[src/rtl/vga_timing_cursor.sv]
// Video timing generator with a box-and-crosshair cursor; every output is registered one pix_clk after the counters, no backpressure.
// Define VTG_BOUNCE_EN to ignore btn and let the cursor bounce between its clamp limits on its own.
module vga_timing_cursor #(
  parameter int H_ACTIVE = 640,
  parameter int H_FP     = 16,
  parameter int H_SYNC   = 96,
  parameter int H_BP     = 48,
  parameter int V_ACTIVE = 480,
  parameter int V_FP     = 10,
  parameter int V_SYNC   = 2,
  parameter int V_BP     = 33,
  parameter bit SYNC_POL = 1'b0,
  parameter int CW       = 12,
  parameter int COLOR_W  = 4,
  parameter int BOX_HALF = 16,
  parameter int LINE_W   = 4,
  parameter int ARM      = 10,
  parameter int STEP     = 2
) (
  input  logic                 pix_clk,
  input  logic                 pix_rst_n,
  input  logic [3:0]           btn,
  input  logic [3*COLOR_W-1:0] fg_rgb,
  input  logic [3*COLOR_W-1:0] bg_rgb,
  output logic                 hsync,
  output logic                 vsync,
  output logic                 vde,
  output logic [CW-1:0]        x,
  output logic [CW-1:0]        y,
  output logic                 frame_start,
  output logic [COLOR_W-1:0]   red,
  output logic [COLOR_W-1:0]   green,
  output logic [COLOR_W-1:0]   blue
);
  localparam int HT  = H_ACTIVE + H_FP + H_SYNC + H_BP;
  localparam int VT  = V_ACTIVE + V_FP + V_SYNC + V_BP;
  localparam int HS0 = H_ACTIVE + H_FP;
  localparam int HS1 = HS0 + H_SYNC;
  localparam int VS0 = V_ACTIVE + V_FP;
  localparam int VS1 = VS0 + V_SYNC;
  localparam int RW  = 3 * COLOR_W;

  typedef logic signed [CW:0] pos_t;
  localparam pos_t CX_MIN = pos_t'(BOX_HALF);
  localparam pos_t CX_MAX = pos_t'(H_ACTIVE - 1 - BOX_HALF);
  localparam pos_t CY_MIN = pos_t'(BOX_HALF);
  localparam pos_t CY_MAX = pos_t'(V_ACTIVE - 1 - BOX_HALF);
  localparam pos_t CX_RST = pos_t'(H_ACTIVE / 2);
  localparam pos_t CY_RST = pos_t'(V_ACTIVE / 2);
  localparam pos_t STEP_P = pos_t'(STEP);
  localparam pos_t BH_P   = pos_t'(BOX_HALF);
  localparam pos_t EDGE_P = pos_t'(BOX_HALF - LINE_W);
  localparam pos_t ARM_P  = pos_t'(ARM);
  localparam pos_t ONE_P  = pos_t'(1);

  logic [CW-1:0] hcnt_q, hcnt_d, vcnt_q, vcnt_d;
  logic [3:0]    btn_meta_q, btn_meta_d, btn_sync_q, btn_sync_d;
  pos_t          cx_q, cx_d, cy_q, cy_d, nx, ny;
  logic          hsync_q, hsync_d, vsync_q, vsync_d, vde_q, vde_d, fs_q, fs_d;
  logic [CW-1:0] x_q, x_d, y_q, y_d;
  logic [RW-1:0] rgb_q, rgb_d;
  logic          h_last, v_last, at_origin;
  pos_t          ddx, ddy, dx, dy;
  logic          on_outline, on_cross;
`ifdef VTG_BOUNCE_EN
  logic          dirx_q, dirx_d, diry_q, diry_d;
`endif

  function automatic pos_t clamp(input pos_t v, input pos_t lo, input pos_t hi);
    if (v < lo) return lo;
    if (v > hi) return hi;
    return v;
  endfunction

  always_comb begin
    h_last    = (hcnt_q == CW'(HT - 1));
    v_last    = (vcnt_q == CW'(VT - 1));
    at_origin = (hcnt_q == '0) && (vcnt_q == '0);
    hcnt_d    = h_last ? '0 : hcnt_q + CW'(1);
    vcnt_d    = vcnt_q;
    if (h_last) vcnt_d = v_last ? '0 : vcnt_q + CW'(1);
    btn_meta_d = btn;
    btn_sync_d = btn_meta_q;
  end

  // Cursor only moves on the (0,0) cycle, so a frame is always drawn with one position.
  always_comb begin
    cx_d = cx_q;
    cy_d = cy_q;
    nx   = cx_q;
    ny   = cy_q;
`ifdef VTG_BOUNCE_EN
    dirx_d = dirx_q;
    diry_d = diry_q;
    if (at_origin) begin
      nx = dirx_q ? cx_q - STEP_P : cx_q + STEP_P;
      ny = diry_q ? cy_q - STEP_P : cy_q + STEP_P;
      if (nx > CX_MAX) begin
        cx_d = CX_MAX; dirx_d = 1'b1;
      end else if (nx < CX_MIN) begin
        cx_d = CX_MIN; dirx_d = 1'b0;
      end else begin
        cx_d = nx;
      end
      if (ny > CY_MAX) begin
        cy_d = CY_MAX; diry_d = 1'b1;
      end else if (ny < CY_MIN) begin
        cy_d = CY_MIN; diry_d = 1'b0;
      end else begin
        cy_d = ny;
      end
    end
`else
    if (at_origin) begin
      if (btn_sync_q[0] && !btn_sync_q[1])      nx = cx_q + STEP_P;
      else if (btn_sync_q[1] && !btn_sync_q[0]) nx = cx_q - STEP_P;
      if (btn_sync_q[2] && !btn_sync_q[3])      ny = cy_q + STEP_P;
      else if (btn_sync_q[3] && !btn_sync_q[2]) ny = cy_q - STEP_P;
      cx_d = clamp(nx, CX_MIN, CX_MAX);
      cy_d = clamp(ny, CY_MIN, CY_MAX);
    end
`endif
  end

  always_comb begin
    ddx        = pos_t'({1'b0, hcnt_q}) - cx_q;
    ddy        = pos_t'({1'b0, vcnt_q}) - cy_q;
    dx         = ddx[CW] ? -ddx : ddx;
    dy         = ddy[CW] ? -ddy : ddy;
    on_outline = (dx <= BH_P) && (dy <= BH_P) && ((dx > EDGE_P) || (dy > EDGE_P));
    on_cross   = ((dx <= ARM_P) && (dy <= ONE_P)) || ((dy <= ARM_P) && (dx <= ONE_P));
    hsync_d    = ((hcnt_q >= CW'(HS0)) && (hcnt_q < CW'(HS1))) ? SYNC_POL : ~SYNC_POL;
    vsync_d    = ((vcnt_q >= CW'(VS0)) && (vcnt_q < CW'(VS1))) ? SYNC_POL : ~SYNC_POL;
    vde_d      = (hcnt_q < CW'(H_ACTIVE)) && (vcnt_q < CW'(V_ACTIVE));
    x_d        = vde_d ? hcnt_q : '0;
    y_d        = vde_d ? vcnt_q : '0;
    fs_d       = at_origin;
    rgb_d      = '0;
    if (vde_d) rgb_d = (on_outline || on_cross) ? fg_rgb : bg_rgb;
  end

  always_ff @(posedge pix_clk or negedge pix_rst_n) begin
    if (!pix_rst_n) begin
      hcnt_q     <= '0;
      vcnt_q     <= '0;
      btn_meta_q <= '0;
      btn_sync_q <= '0;
      cx_q       <= CX_RST;
      cy_q       <= CY_RST;
      hsync_q    <= ~SYNC_POL;
      vsync_q    <= ~SYNC_POL;
      vde_q      <= 1'b0;
      x_q        <= '0;
      y_q        <= '0;
      fs_q       <= 1'b0;
      rgb_q      <= '0;
`ifdef VTG_BOUNCE_EN
      dirx_q     <= 1'b0;
      diry_q     <= 1'b0;
`endif
    end else begin
      hcnt_q     <= hcnt_d;
      vcnt_q     <= vcnt_d;
      btn_meta_q <= btn_meta_d;
      btn_sync_q <= btn_sync_d;
      cx_q       <= cx_d;
      cy_q       <= cy_d;
      hsync_q    <= hsync_d;
      vsync_q    <= vsync_d;
      vde_q      <= vde_d;
      x_q        <= x_d;
      y_q        <= y_d;
      fs_q       <= fs_d;
      rgb_q      <= rgb_d;
`ifdef VTG_BOUNCE_EN
      dirx_q     <= dirx_d;
      diry_q     <= diry_d;
`endif
    end
  end

  assign hsync       = hsync_q;
  assign vsync       = vsync_q;
  assign vde         = vde_q;
  assign x           = x_q;
  assign y           = y_q;
  assign frame_start = fs_q;
  assign red         = rgb_q[RW-1 -: COLOR_W];
  assign green       = rgb_q[2*COLOR_W-1 -: COLOR_W];
  assign blue        = rgb_q[COLOR_W-1:0];

endmodule

[config.mk]
export PLATFORM = sky130hd
export DESIGN_NAME = vga_timing_cursor
export DESIGN_NICKNAME = d
export VERILOG_FILES = /design/src/rtl/vga_timing_cursor.sv
export SDC_FILE = /design/constraint.sdc
export NUM_CORES = 1
export LEC_CHECK = 0
export ABC_CLOCK_PERIOD_IN_PS = 8450
export CORE_UTILIZATION = 47
export CTS_CLUSTER_SIZE = 20
export DETAILED_ROUTE_END_ITERATION = 10
export GPL_ROUTABILITY_DRIVEN = 1
export PLACE_DENSITY = 0.78
export SYNTH_ARGS = -nofsm -noshare
export SYNTH_HDL_FRONTEND = slang
export SYNTH_SLANG_ARGS = --single-unit
[constraint.sdc]
create_clock -name pix_clk -period 8.45 [get_ports pix_clk]
set_input_delay 0.845 -clock pix_clk [delete_from_list [all_inputs] [get_ports pix_clk]]
set_output_delay 0.845 -clock pix_clk [all_outputs]
set_load 0.02 [all_outputs]
# == Word level (Yosys, flattened, before mapping) ==
# Index checks and enable logic that the tools add are counted.
# classes
eq_ne,2
order_cmp,18
bitwise_logic,0
n_shift,0
reduce_logical,21
add_sub_neg,10
div,0
multipliers,0
mux,34
# ops
operator,n
$mux W13,16
$mux W12,6
$add A13 B3 Y13 const B,2
$gt A13 B5 Y1 const B,2
$le A13 B2 Y1 const B,2
$le A13 B5 Y1 const B,2
$le A13 B6 Y1 const B,2
$lt A13 B6 Y1 const B,2
$neg A13 Y13,2
$sub A13 B13 Y13,2
$sub A13 B3 Y13 const B,2
$add A12 B1 Y12 const B,2
$eq A12 B10 Y1 const B,2
$logic_not A12 Y1,2
$lt A12 B10 Y1 const B,2
$lt A12 B9 Y1 const B,2
$gt A13 B10 Y1 const B,1
$gt A13 B11 Y1 const B,1
$ge A12 B10 Y1 const B,1
$ge A12 B9 Y1 const B,1
$logic_and A1 B1 Y1,12
$mux W1,12
$logic_not A1 Y1,4
$logic_or A1 B1 Y1,3
# totals
register_bits,98
out_inout_bits,40
word_cells,98
in_bits,30
rom_bits,0
ram_bits,0
latch_bits,0
mem_count,0

# == Logic depth before layout (Yosys ltp) ==
# logic_depth
depth_word,12
ltp_mapped,17
ltp_nobuf,14

# == Least setup slack after synthesis ==
# No wires, ideal clock.
# synth_path
path_kind,flip-flop to flip-flop
from,reg cy_q[6]
to,reg rgb_q[10]
path_buffers,2
path_stages_with_launch,16
setup_time_ns,0.079
path_slack_ns,4.343
period_less_slack_ns,4.107
arrival_time_ns,4.028
required_ns,8.371
cell_sequence,dfstp_2 clkbuf_1 inv_1 ha_1 a21o_1 or4_1 mux2_2 a221oi_2 and4_4 mux2i_1 o32a_4 o41ai_1 nand4_1 nand4_4 buf_6 mux2i_1
# synth_via
elab_chain_cells,9
elab_cells_between_ends,16
cone_classes,2 x add/sub; 4 x order compare; 3 x mux; 7 x reduce/logical
# synth_lines
element,line_no,text
start: declaration,58,"pos_t cx_q, cx_d, cy_q, cy_d, nx, ny;"
start signal: assignment,167,cy_q <= cy_d;
$sub A13 B13 Y13 *,127,"ddy = pos_t'({1'b0, vcnt_q}) - cy_q;"
$neg A13 Y13,129,dy = ddy[CW] ? -ddy : ddy;
$mux W13 *,129,
$le A13 B6 Y1 (tied with other cells),130,on_outline = (dx <= BH_P) && (dy <= BH_P) && ((dx > EDGE_P) || (dy > EDGE_P));
$logic_and A1 B1 Y1 (tied with other cells),130,
$logic_and A1 B1 Y1 or $logic_or A1 B1 Y1 (tied branches),"130, 131",
$logic_or A1 B1 Y1 *,139,if (vde_d) rgb_d = (on_outline || on_cross) ? fg_rgb : bg_rgb;
$mux W12 * (2 in a row),139,
via rgb_d[10],61,"logic [RW-1:0] rgb_q, rgb_d;"
end signal: assignment,174,rgb_q <= rgb_d;
end: declaration,61,
# Mark *: on every way through the listed nets, which the timed path passes. The rest lies on a longest branch.
# A chain may end at the register's enable or synchronous reset.

# == Worst setup path after layout ==
# layout_path
from,reg vcnt_q[0]
to,reg rgb_q[9]
# layout_via
elab_chain_cells,9
elab_cells_between_ends,18
cone_classes,2 x add/sub; 5 x order compare; 3 x mux; 8 x reduce/logical
# layout_lines
element,line_no,text
start: declaration,56,"logic [CW-1:0] hcnt_q, hcnt_d, vcnt_q, vcnt_d;"
start signal: assignment,163,vcnt_q <= vcnt_d;
$sub A13 B13 Y13,127,
$neg A13 Y13,129,
$mux W13,129,
$le A13 B6 Y1 (tied with other cells),130,
$logic_and A1 B1 Y1 (tied with other cells),130,
$logic_and A1 B1 Y1 or $logic_or A1 B1 Y1 (tied branches),"130, 131",
$logic_or A1 B1 Y1,139,
$mux W12,139,
$mux W12 *,139,
via rgb_d[9],61,
# Marked as above.

==> tab_implementation.tex <==
\begin{tabular}{lr}
\hline
Metric & Value \\
\hline
\multicolumn{2}{l}{\textbf{Outcome}} \\
Result of the run & finished clean \\
\multicolumn{2}{l}{\textbf{Clock tree}} \\
Maximum level of the CTS H-tree & 3 \\
Cts-stage hold buffer count & 0 \\
Count of buffers added by post-CTS timing repair for setup & 0 \\
Post-cts sizing count & 0 \\
Source-to-sink clock delay at the later pin of the worst-skew pair & 360 ps \\
CTS sink count & 98 \\
Maximum number of buffers from clock root to sink & 2 \\
Register clock-pin slew on the reported worst setup and hold paths & $\sim$80 ps \\
Number of clock buffers inserted by TritonCTS & 9 \\
Buffer type at the clock tree root & sky130\_fd\_sc\_hd\_\_clkbuf\_16 \\
TritonCTS clock tree & done \\
\multicolumn{2}{l}{\textbf{Timing}} \\
Post-route clock skew & about 15 ps \\
Total Neg Setup Slack & 0 ps \\
Setup slack of the critical path after layout & just over 4000 ps \\
Normalized max-slew margin & a little under a third \\
Maximum clock frequency & 228.2 MHz \\
Count of endpoints failing setup in the final report & 0 \\
Post-route clock period utilization & between 50\% and 60\% \\
Unrepaired setup endpoints after global routing & no \\
Transition time at the pin with the least slew margin & around 1000 ps \\
Number of hold-slack violations in the final timing report & 0 \\
Total count of max-transition violations in the final report & 0 \\
Tmin final & 4383 ps \\
\multicolumn{2}{l}{\textbf{Place}} \\
Pre-CTS setup slack & between 4000 and 5000 ps \\
HPWL Detailed & around 13 mm \\
I/O Buffers & just under 70 \\
Final weighted congestion in routability-driven placement & around 0.9 \\
\multicolumn{2}{l}{\textbf{Global routing}} \\
All-layer global routing usage & a little under a quarter \\
Vias in the first global route & 5969 \\
Maximum number of pins on one net before global-route repair & between 60 and 70 \\
Number of antenna violations at the first check in global routing & 0 \\
Gr ovfl total & 0 \\
First-pass GRT wire length & a little under 30 mm \\
\multicolumn{2}{l}{\textbf{Setup path}} \\
R2R cell count & 13 \\
Crit path arrival time & about 4700 ps \\
Data required time at the worst endpoint & roughly 8700 ps \\
Top delay family on crit path & compound AO/OA/AOI/OAI gates \\
Slack of the worst reg-to-reg path & roughly 4000 ps \\
Reg-to-Reg End & rgb\_q[9]\$\_DFF\_PN0\_ \\
Number of cells on the critical path & 13 \\
List of cells traversed by the critical path & inv\_1 > ha\_1 > fa\_1 > nand2b\_1 > a21oi\_1 > o211ai\_1 > a211o\_1 > or4\_1 > a21o\_1 > o41ai\_1 > nand4\_1 > nand4\_4 > mux2i\_1 \\
Library cell contributing the largest single delay on the critical path & sky130\_fd\_sc\_hd\_\_or4\_1 \\
Launching instance or port of the critical path & vcnt\_q[0]\$\_DFFE\_PN0N\_ \\
Largest fanout of any net on the critical path & 12 \\
Critical Path Max Stage Delay & about 620 ps \\
Kind of launch point of the worst setup path & flip-flop \\
End point of the critical path & rgb\_q[9]\$\_DFF\_PN0\_ \\
Total buffers and inverters traversed by the critical path & 1 \\
Worst reg2reg startpoint & vcnt\_q[0]\$\_DFFE\_PN0N\_ \\
Type of the worst setup path & reg2reg \\
Sort of element at the end of the critical path & flip-flop \\
\multicolumn{2}{l}{\textbf{Route}} \\
Number of DRC markers after the initial detailed-route iteration & just over 400 \\
Detailed-route via count & roughly 6500 \\
DRT antenna net count & 0 \\
Routed length per instance & around 16 um \\
Detailed-route DRC error count & 0 \\
Via count normalized by instance count & 6.025 \\
Number of detailed-route iterations in the first pass & 7 \\
Total routed wirelength & 17.60 mm \\
\multicolumn{2}{l}{\textbf{Yosys}} \\
Sequential share of the synthesized area & 33.84\% \\
Summed instance area of the synthesized netlist & just over 7000 um2 \\
Flip-flop and latch count after synthesis & 98 \\
Share of flip-flops with an asynchronous set or reset after synthesis & between 90\% and 100\% \\
Synth Instances & about 830 \\
Average cell area after synthesis & 8.734 um2 \\
Number of different library cells in the post-synthesis netlist & slightly above 80 \\
Number of warnings printed during yosys synthesis & 0 \\
Flip-flop cell with the highest count after synthesis & sky130\_fd\_sc\_hd\_\_dfrtp\_1 \\
Number of enable flip-flop cells after synthesis & 0 \\
\multicolumn{2}{l}{\textbf{Die}} \\
Floorplan die area & 15980 um2 \\
Area inside the core boundary & 15150 um2 \\
Width of the die & 126.4 um \\
Effective utilization at floorplan & roughly half \\
Vertical extent of the die & $\sim$130 um \\
Site Rows & 45 \\
I/O pins & 70 \\
\multicolumn{2}{l}{\textbf{Layout}} \\
Layout cell share with drive strength beyond 1 & 6.854\% \\
Area overhead of the layout relative to synthesis & 16.17\% \\
Antenna fix cells & 0 \\
Number of nets in the final layout & approximately 950 \\
\multicolumn{2}{l}{\textbf{Hold path}} \\
Beginning of the worst hold path & btn\_meta\_q[3]\$\_DFF\_PN0\_ \\
Type of the most critical hold path & reg2reg \\
\multicolumn{2}{l}{\textbf{Power}} \\
Pwr Density & between 100 and 150 nW/um2 \\
Leakage power of the design & approximately 3.7 nW \\
VDD IR-drop max & roughly 140 uV \\
\multicolumn{2}{l}{\textbf{Flow run}} \\
Max-cap check violation count & 0 \\
\hline
\end{tabular}
stage by stage:
step / instances / util [%] / cell area (um2) / hold slack [ps] / total power [W]
4_1_cts: 1078 / 55.80 / 8452 / 359.0 / 0.001015
2_1_floorplan: 837 / - / 7291 / 331.2 / 0.0005057
3_3_place_gp: 1062 / 53.52 / 8105 / 334.0 / 0.0005401
3_5_place_dp: 1062 / 53.52 / 8105 / 341.1 / 0.0005409
5_1_grt: 1078 / 55.80 / 8452 / 361.5 / 0.001036
6_report: 1078 / 55.80 / 8452 / 357.0 / 0.001005
report_power, final:
part	internal [W]	leakage, nW	switching [W]	total (W)
clock	0.000268	0.168	0.000206	0.000474
combinational	0.0000255	2.23	0.0000279	0.0000534
sequential	0.000475	1.25	0.00000292	0.000478
total	0.000769	3.65	0.000236	0.00101
layout make-up:
| type | count | area, um2 |
|---|---|---|
| Timing Repair Buffer | 72 | 710.7 |
| Inverter | 38 | 142.6 |
| Fill cell | 1361 | 6694 |
| Tap cell | 188 | 235.2 |
| Clock buffer | 9 | 225.2 |
| Sequential cell | 98 | 2462 |
| Multi-Input combinational cell | 666 | 4554 |
| Clock inverter | 7 | 121.4 |
flip-flops by register name, indices dropped and copies added, names as in the netlist, 4 cells and up:
signal,flops
x,12
vcnt_q,12
btn_sync_q,4
btn_meta_q,4
rgb_q,12
y,12
cx_q,13
hcnt_q,12
cy_q,13
synthesized netlist by cell type, types with 11 or more instances:
library cell               count  share of area [%]
sky130_fd_sc_hd__a21oi_1      44                3.0
sky130_fd_sc_hd__a31oi_1      15                1.3
sky130_fd_sc_hd__and2_1       25                2.1
sky130_fd_sc_hd__and3_1       12                1.0
sky130_fd_sc_hd__clkbuf_1     33                1.7
sky130_fd_sc_hd__dfrtp_1      90                 31
sky130_fd_sc_hd__ha_1         35                6.0
sky130_fd_sc_hd__inv_1        38                2.0
sky130_fd_sc_hd__mux2i_1      23                3.2
sky130_fd_sc_hd__nand2_1      70                3.6
sky130_fd_sc_hd__nand2b_1     17                1.5
sky130_fd_sc_hd__nand3_1      33                2.3
sky130_fd_sc_hd__nor2_1       60                3.1
sky130_fd_sc_hd__nor3_1       32                2.2
sky130_fd_sc_hd__nor4_1       12                1.0
sky130_fd_sc_hd__o211ai_1     11                1.1
sky130_fd_sc_hd__o21ai_0      30                2.1
sky130_fd_sc_hd__o31ai_1      12                1.2
sky130_fd_sc_hd__xnor2_1      37                4.5
sky130_fd_sc_hd__xor2_1       15                1.8
cells by family after synthesis:
logic type | synth area share [%]
other | 0.05154
muxes | 3.629
DFF | 33.84
xor gates and xnor gates | 6.260
buffers and inverters | 3.886
AOI/OAI and AO/OA | 20.24
adders and majority gates | 6.569
and+or+nand+nor | 25.52
worst min path at each step:
stage / end / slack, ps / cells past startpoint
5_1_grt: btn_sync_q[3]$_DFF_PN0_ / 360 / 0
4_1_cts: btn_sync_q[3]$_DFF_PN0_ / 360 / 0
2_1_floorplan: btn_sync_q[0]$_DFF_PN0_ / 330 / 0
3_3_place_gp: btn_sync_q[0]$_DFF_PN0_ / 330 / 0
3_5_place_dp: btn_sync_q[3]$_DFF_PN0_ / 340 / 0
6_report: btn_sync_q[3]$_DFF_PN0_ / 360 / 0
metal layers:
layer | wire [um] | up-vias | track usage [%]
met4 | 608 | 0 | 10.21
met1 | 7822 | 3099 | 28.56
li1 | - | 3167 | -
met5 | 0 | - | 0
met2 | 8420 | 183 | 37.83
met3 | 747 | 46 | 3.501
cell usage in the layout (no fill, tap or decap), types with 6 or more instances in the layout:
master / instances
sky130_fd_sc_hd__a211oi_1: 9
sky130_fd_sc_hd__nand4_1: 10
sky130_fd_sc_hd__nor2b_1: 10
sky130_fd_sc_hd__nand2_1: 70
sky130_fd_sc_hd__a21oi_1: 44
sky130_fd_sc_hd__o31ai_1: 12
sky130_fd_sc_hd__and2_1: 25
sky130_fd_sc_hd__o21ai_0: 30
sky130_fd_sc_hd__xor2_1: 15
sky130_fd_sc_hd__nand3_1: 33
sky130_fd_sc_hd__o211ai_1: 11
sky130_fd_sc_hd__and3_1: 12
sky130_fd_sc_hd__a21o_1: 10
sky130_fd_sc_hd__ha_1: 35
sky130_fd_sc_hd__xnor2_1: 37
sky130_fd_sc_hd__clkbuf_16: 9
sky130_fd_sc_hd__or4_1: 6
sky130_fd_sc_hd__or3_1: 10
sky130_fd_sc_hd__o21a_1: 7
sky130_fd_sc_hd__o22a_1: 6
sky130_fd_sc_hd__clkdlybuf4s50_1: 68
sky130_fd_sc_hd__nand2b_1: 17
sky130_fd_sc_hd__nor4_1: 11
sky130_fd_sc_hd__a31oi_1: 15
sky130_fd_sc_hd__nor3_1: 32
sky130_fd_sc_hd__dfstp_2: 8
sky130_fd_sc_hd__nand3b_1: 8
sky130_fd_sc_hd__nor2_1: 59
sky130_fd_sc_hd__inv_1: 38
sky130_fd_sc_hd__dfrtp_1: 90
sky130_fd_sc_hd__mux2i_1: 23
worst reg2reg max path: cells and delay by family (launching register included):
family          cells  cell delay [ps]
simple gates        4             1290
flops               1              380
buf+inv             1              120
mux                 1              250
compound gates      5             1570
fa+ha+maj           2              660
Note: power is estimated with default switching activity, not from simulation.
